### src/rtl/gray_ptr_sync.sv
// gray_ptr_sync
// Multi-stage synchronizer for a gray-coded FIFO pointer entering the clk domain.
// Besides the plain flop chain it provides a binary decode of the synchronized
// pointer, per-update change/wrap pulses and a gray-code integrity monitor
// (sticky error flag plus saturating violation counter). The monitor only
// observes the synchronized value; it never alters the sync path.
module gray_ptr_sync #(
    parameter int WIDTH     = 4,
    parameter int STAGES    = 2,
    parameter int ERR_CNT_W = 4
) (
    input  logic                 clk,
    input  logic                 rst,
    input  logic [WIDTH-1:0]     pointer,
    input  logic                 err_clr,
    output logic [WIDTH-1:0]     sync_gray,
    output logic [WIDTH-1:0]     sync_bin,
    output logic                 ptr_changed,
    output logic                 ptr_wrap,
    output logic                 gray_err,
    output logic [ERR_CNT_W-1:0] err_count
);

    // Element 0 is the first (metastability-catching) stage, element
    // STAGES-1 is the stage presented on sync_gray.
    logic [WIDTH-1:0]     stage_d [STAGES];
    logic [WIDTH-1:0]     stage_q [STAGES];

    logic [WIDTH-1:0]     prev_d;
    logic [WIDTH-1:0]     prev_q;
    logic [WIDTH-1:0]     diff;
    logic                 violation;

    logic                 gray_err_d;
    logic                 gray_err_q;
    logic [ERR_CNT_W-1:0] err_count_d;
    logic [ERR_CNT_W-1:0] err_count_q;

    // Chain inputs: raw pointer straight into the first stage, no logic in front of it.
    always_comb begin
        stage_d[0] = pointer;
        for (int k = 1; k < STAGES; k++) begin
            stage_d[k] = stage_q[k-1];
        end
    end

    // Synchronizer flops; the asynchronous reset empties the whole chain at once.
    always_ff @(posedge clk or negedge rst) begin
        if (!rst) begin
            for (int k = 0; k < STAGES; k++) begin
                stage_q[k] <= '0;
            end
        end else begin
            for (int k = 0; k < STAGES; k++) begin
                stage_q[k] <= stage_d[k];
            end
        end
    end

    assign sync_gray = stage_q[STAGES-1];

    // Gray to binary: each binary bit is the XOR of all gray bits at or above it.
    always_comb begin
        sync_bin            = '0;
        sync_bin[WIDTH-1]   = sync_gray[WIDTH-1];
        for (int i = WIDTH - 2; i >= 0; i--) begin
            sync_bin[i] = sync_bin[i+1] ^ sync_gray[i];
        end
    end

    // Bits that moved in the most recent update; more than one set bit means
    // the source pointer was not a legal single-step gray sequence.
    assign prev_d      = sync_gray;
    assign diff        = sync_gray ^ prev_q;
    assign ptr_changed = |diff;
    assign ptr_wrap    = diff[WIDTH-1];
    assign violation   = (diff & (diff - 1'b1)) != '0;

    // Monitor next state: a violation overrides a simultaneous clear, so the
    // counter restarts at one rather than zero in that case.
    always_comb begin
        gray_err_d  = gray_err_q;
        err_count_d = err_count_q;
        if (violation) begin
            gray_err_d = 1'b1;
            if (err_clr) begin
                err_count_d = ERR_CNT_W'(1);
            end else if (err_count_q != '1) begin
                err_count_d = err_count_q + 1'b1;
            end
        end else if (err_clr) begin
            gray_err_d  = 1'b0;
            err_count_d = '0;
        end
    end

    // Previous-value register and monitor state.
    always_ff @(posedge clk or negedge rst) begin
        if (!rst) begin
            prev_q      <= '0;
            gray_err_q  <= 1'b0;
            err_count_q <= '0;
        end else begin
            prev_q      <= prev_d;
            gray_err_q  <= gray_err_d;
            err_count_q <= err_count_d;
        end
    end

    assign gray_err  = gray_err_q;
    assign err_count = err_count_q;

endmodule

### config.mk
export PLATFORM = sky130hd
export DESIGN_NAME = gray_ptr_sync
export DESIGN_NICKNAME = d
export VERILOG_FILES = /design/src/rtl/gray_ptr_sync.sv
export SDC_FILE = /design/constraint.sdc
export NUM_CORES = 1
export LEC_CHECK = 0
export BUFFER_PORTS_ARGS = -buffer_cell sky130_fd_sc_hd__buf_4
export CAP_MARGIN = 20
export CORE_MARGIN = 3
export CORE_UTILIZATION = 45
export CTS_CLUSTER_SIZE = 30
export DETAILED_ROUTE_END_ITERATION = 10
export PLACE_DENSITY_LB_ADDON = 0.3
export SYNTH_ARGS = -nofsm -noshare
export SYNTH_HDL_FRONTEND = slang
export SYNTH_SLANG_ARGS = --single-unit
### constraint.sdc
create_clock -name clk -period 1.6 [get_ports clk]
set_input_delay 0.24 -clock clk [delete_from_list [all_inputs] [get_ports clk]]
set_output_delay 0.24 -clock clk [all_outputs]
set_load 0.05 [all_outputs]
==> key figures <==
Status
  – Result of the run: finished with violations
  – Violations in the final reports: negative setup slack

Global routing
  – Number of global-route vias before repair: 490
  – First-pass GRT wire length: about 2.1 mm
  – Overall global routing resource usage: between 10 and 15%
  – Maximum number of pins on one net before global-route repair: 18
  – Initial antenna violation count: 0
  – Remaining global-route overflow: 0

Route
  – Total number of vias: 514
  – Wire per inst: about 13 um
  – Final routed DRC violation total: 0
  – Average vias per placed instance: roughly 5.1
  – Post-detailed-routing wire length: 1.32 mm
  – Number of design-rule violations left by the first detailed-router iteration: 4
  – Router iterations before antenna repair: 4
  – Remaining number of nets flagged by the antenna check after routing: 0

Timing
  – Post-route clock skew: 0.0104 ns
  – Total Negative Setup Slacks: -0.527 ns
  – Hold_ws: about 0.059 ns
  – Final min period: about 1.8 ns
  – Max-slew violation count: 0
  – Unrepaired setup endpoints after global routing: yes
  – Final setup violation count: 5
  – Worst Max-Slew Pin Slew: approximately 0.38 ns
  – Endpoints failing hold: 0
  – Setup slack of the critical path after layout: -0.212 ns
  – Rel. slew slack: about three quarters
  – Achievable clock frequency: between 500 and 600 MHz
  – Period Utilization, post-route: 113%

Clock network
  – Inserted Clock Buffers: 3
  – Clock tree from TritonCTS: yes
  – CTS HTree Levels: 1
  – Master cell of the clock root buffer: clkbuf_4
  – Maximum buffer depth of the clock tree: 2
  – Clock-pin slew of the registers on the worst-case setup and hold paths: 0.09 ns
  – Total number of clock tree sinks: 17
  – Clock insertion delay at the later pin of the skew report: between 0.2 and 0.3 ns

Synth
  – Share of the synthesized area in the top cell type: between 50% and 60%
  – Mapped Nets: just over 60
  – Simple-Gate Fraction of Synth Area: 9.78%
  – Dominant combinational cell family by area after synthesis: compound AO/OA/AOI/OAI gates
  – Count of distinct cell types in the synthesized netlist: 23
  – Synthesized instance count: 53
  – Adder and majority cell fraction of the synthesized area: 1.72%
  – Synthesized-area fraction occupied by xor and xnor cells: about an eighth
  – Register area share after synthesis: between 50 and 60%
  – Compound-gate portion of the synthesized area: a little over an eighth
  – Area leader, netlist: dfrtp_1
  – Synth Register Bits: 17
  – Top area cells in the synthesized netlist: dfrtp_1 (58%), xnor2_2 (8.9%), xor2_1 (3.6%), a211oi_2 (3.4%), o211ai_4 (2.9%)
  – Syn Std Cell Area: 729 sq um
  – Warnings from Yosys: 0
  – Avg Cell Area, Syn: approximately 14 sq um
  – Post-synthesis mux area share: 1.37%

Power
  – Internal power summed over all cells: roughly 0.74 mW
  – Sequential group share of total power: approximately 42%
  – Pwr Total: between 1 and 1.5 mW
  – Combinational Power Share: just under 40%
  – Peak supply drop: between 0.7 and 0.8 mV
  – Switching power summed over all nets: between 0.4 and 0.5 mW
  – Clock network fraction of design power: between 10% and 20%
  – Switching share of power: a little under two fifths
  – Leakage power: 0.497 nW
  – Power per Cell Area: 1110 nW/um^2

Floorplan
  – Die Area: 2140 sq um
  – Starting utilization of the core area: between 50% and 60%
  – Number of top-level design ports: 22
  – Height of the die: 46.3 um
  – Die Width: about 46 um
  – Std-Cell Core Area: roughly 1400 sq um
  – Placement Rows: 13

Final layout
  – Fraction of final layout cells sized beyond drive strength 1: 57.6%
  – Synthesis-to-layout area growth: 48.4%
  – Design Area, Final: 1080 sq um
  – Diode insertion count for antenna repair: 0
  – # nets final: 94

Critical path
  – Category of the most critical setup path: reg -> out
  – Sort of element at the end of the critical path: output pin
  – Kind of start point of the critical path: flop
  – Crit path DAT: approximately 1.6 ns
  – Critical Path RT: between 1 and 1.5 ns
  – Peak per-stage delay on the critical path: ~0.53 ns
  – Cell with the largest stage delay on the worst path: dfrtp_4
  – Max Fanout on Critical Path: 3
  – Cells along the critical path: xor2_4 -> xor2_4 -> xor2_4 -> buf_6
  – Cell repeated most along the worst path: xor2_4

Place
  – Routability congestion estimate from global placement: about 0.75
  – Buffers on Ports: 21
  – Detailed-placement wirelength estimate: a little under 1 mm
  – Cell Area, Placed: between 900 and 1000 sq um

Worst hold path
  – Worst hold path class: in -> reg

Flow run
  – Max Cap Violations: 0
==> area by class of cell <==
type / instances / area (sq um)
well taps: 15 / 18.8
clock inverters: 1 / 7.51
flip-flops and latches: 17 / 433
multi-input cells: 32 / 347
inverters: 3 / 11.3
repair buffers: 29 / 243
clock buffers: 3 / 22.5
fillers: 84 / 333
==> metrics by stage <==
step / util [%] / worst slack, ns / instances
2_1_floorplan: - / -0.511 / 53
3_3_place_gp: 69.1 / 0.0594 / 90
3_5_place_dp: 69.1 / 0.0224 / 90
4_1_cts: 74.3 / -0.229 / 98
5_1_grt: 76.5 / -0.303 / 100
6_report: 76.5 / -0.212 / 100
==> cell usage in the layout, fill, tap and decap left out <==
cell           instances
buf_4                 24
dfrtp_1               13
xnor2_2                4
inv_1                  3
xor2_4                 3
nand3_1                3
clkbuf_4               3
dfrtp_2                3
a31oi_1                2
nor2b_1                2
a211oi_2               2
nand2_1                2
buf_6                  2
buf_8                  2
nand4_1                1
o211ai_4               1
o211ai_2               1
nand2_2                1
o21ai_1                1
nand2b_1               1
a31o_1                 1
o311a_1                1
and3_1                 1
and3_4                 1
mux2i_1                1
a21oi_1                1
nor3_1                 1
ha_1                   1
clkinvlp_4             1
dlygate4sd3_1          1
dfrtp_4                1
==> critical path: cells and delay by family, from the launching register on <==
family / cells / cell delay (ns)
flip-flops: 1 / 0.53
buffers and inverters: 1 / 0.17
XOR/XNOR: 3 / 0.59
==> cell families (layout without fill, tap and decap cells) <==
group	Yosys count	in the layout
AOI/OAI and AO/OA	10	10
and+or+nand+nor	13	13
buffers and inverters	4	36
xor gates and xnor gates	7	7
adders and majority gates	1	1
muxes	1	1
DFF	17	17
==> cells in the mapped netlist, drive strengths merged <==
library cell and count:
nand2 3, a21oi 1, dfrtp 17, a31o 1
a31oi 2, nand2b 1, nor3 1, o311a 1
xnor2 4, ha 1, buf 1, and3 2
o21ai 1, nand3 3, nor2b 2, mux2i 1
a211oi 2, xor2 3, o211ai 2, inv 3
nand4 1
==> metal layers <==
layer	share of wire, %	track usage (%)	wire [um]	up-vias
li1	-	-	-	249
met1	43	16.5	569	252
met5	0	0	0	-
met2	51	24.7	675	13
met3	5.5	6.25	72	0
met4	0	3.41	0	0
==> path summary, 6_finish.rpt <==
check | startpoint | to | slack [ns] | cells after the start
max in group asynchronous | rst | sync_gray[2]$_DFF_PN0_ | 1.06 | 2
setup reg to reg | sync_gray[2]$_DFF_PN0_ | err_count[3]$_DFFE_PN0P_ | 0.02 | 4
hold / removal | pointer[3] | stage_d[3]$_DFF_PN0_ | 0.06 | 1
hold reg to reg | stage_d[1]$_DFF_PN0_ | sync_gray[1]$_DFF_PN0_ | 0.36 | 0
setup / recovery | sync_gray[2]$_DFF_PN0_ | sync_bin[0] | -0.21 | 4
min in group asynchronous | rst | prev_q[2]$_DFF_PN0_ | 0.33 | 2
==> power groups by stage <==
stage	registers, mW	clock network, mW	logic, mW
after floorplan	0.616	0	0.203
after global placement	0.517	0	0.419
after detailed placement	0.520	0	0.425
after CTS	0.511	0.235	0.450
after global routing	0.513	0.257	0.489
final	0.509	0.226	0.464
==> registers in the layout, summed over array words and instances (netlist names) <==
signal,cells
sync_gray,4
stage_d,4
prev_q,4
err_count,4
gray_err,1
==> what timing repair did <==
item | CTS | global route
endpoints found under the hold margin | 17 | 0
endpoints found under the setup margin | 4 | 9
gates resized for setup | 3 | 4
pin swaps | 1 | 1
hold buffers | 1 | 0
setup buffers | 3 | 2
cloned | 0 | 0
Note: power is estimated with default switching activity, not from simulation.
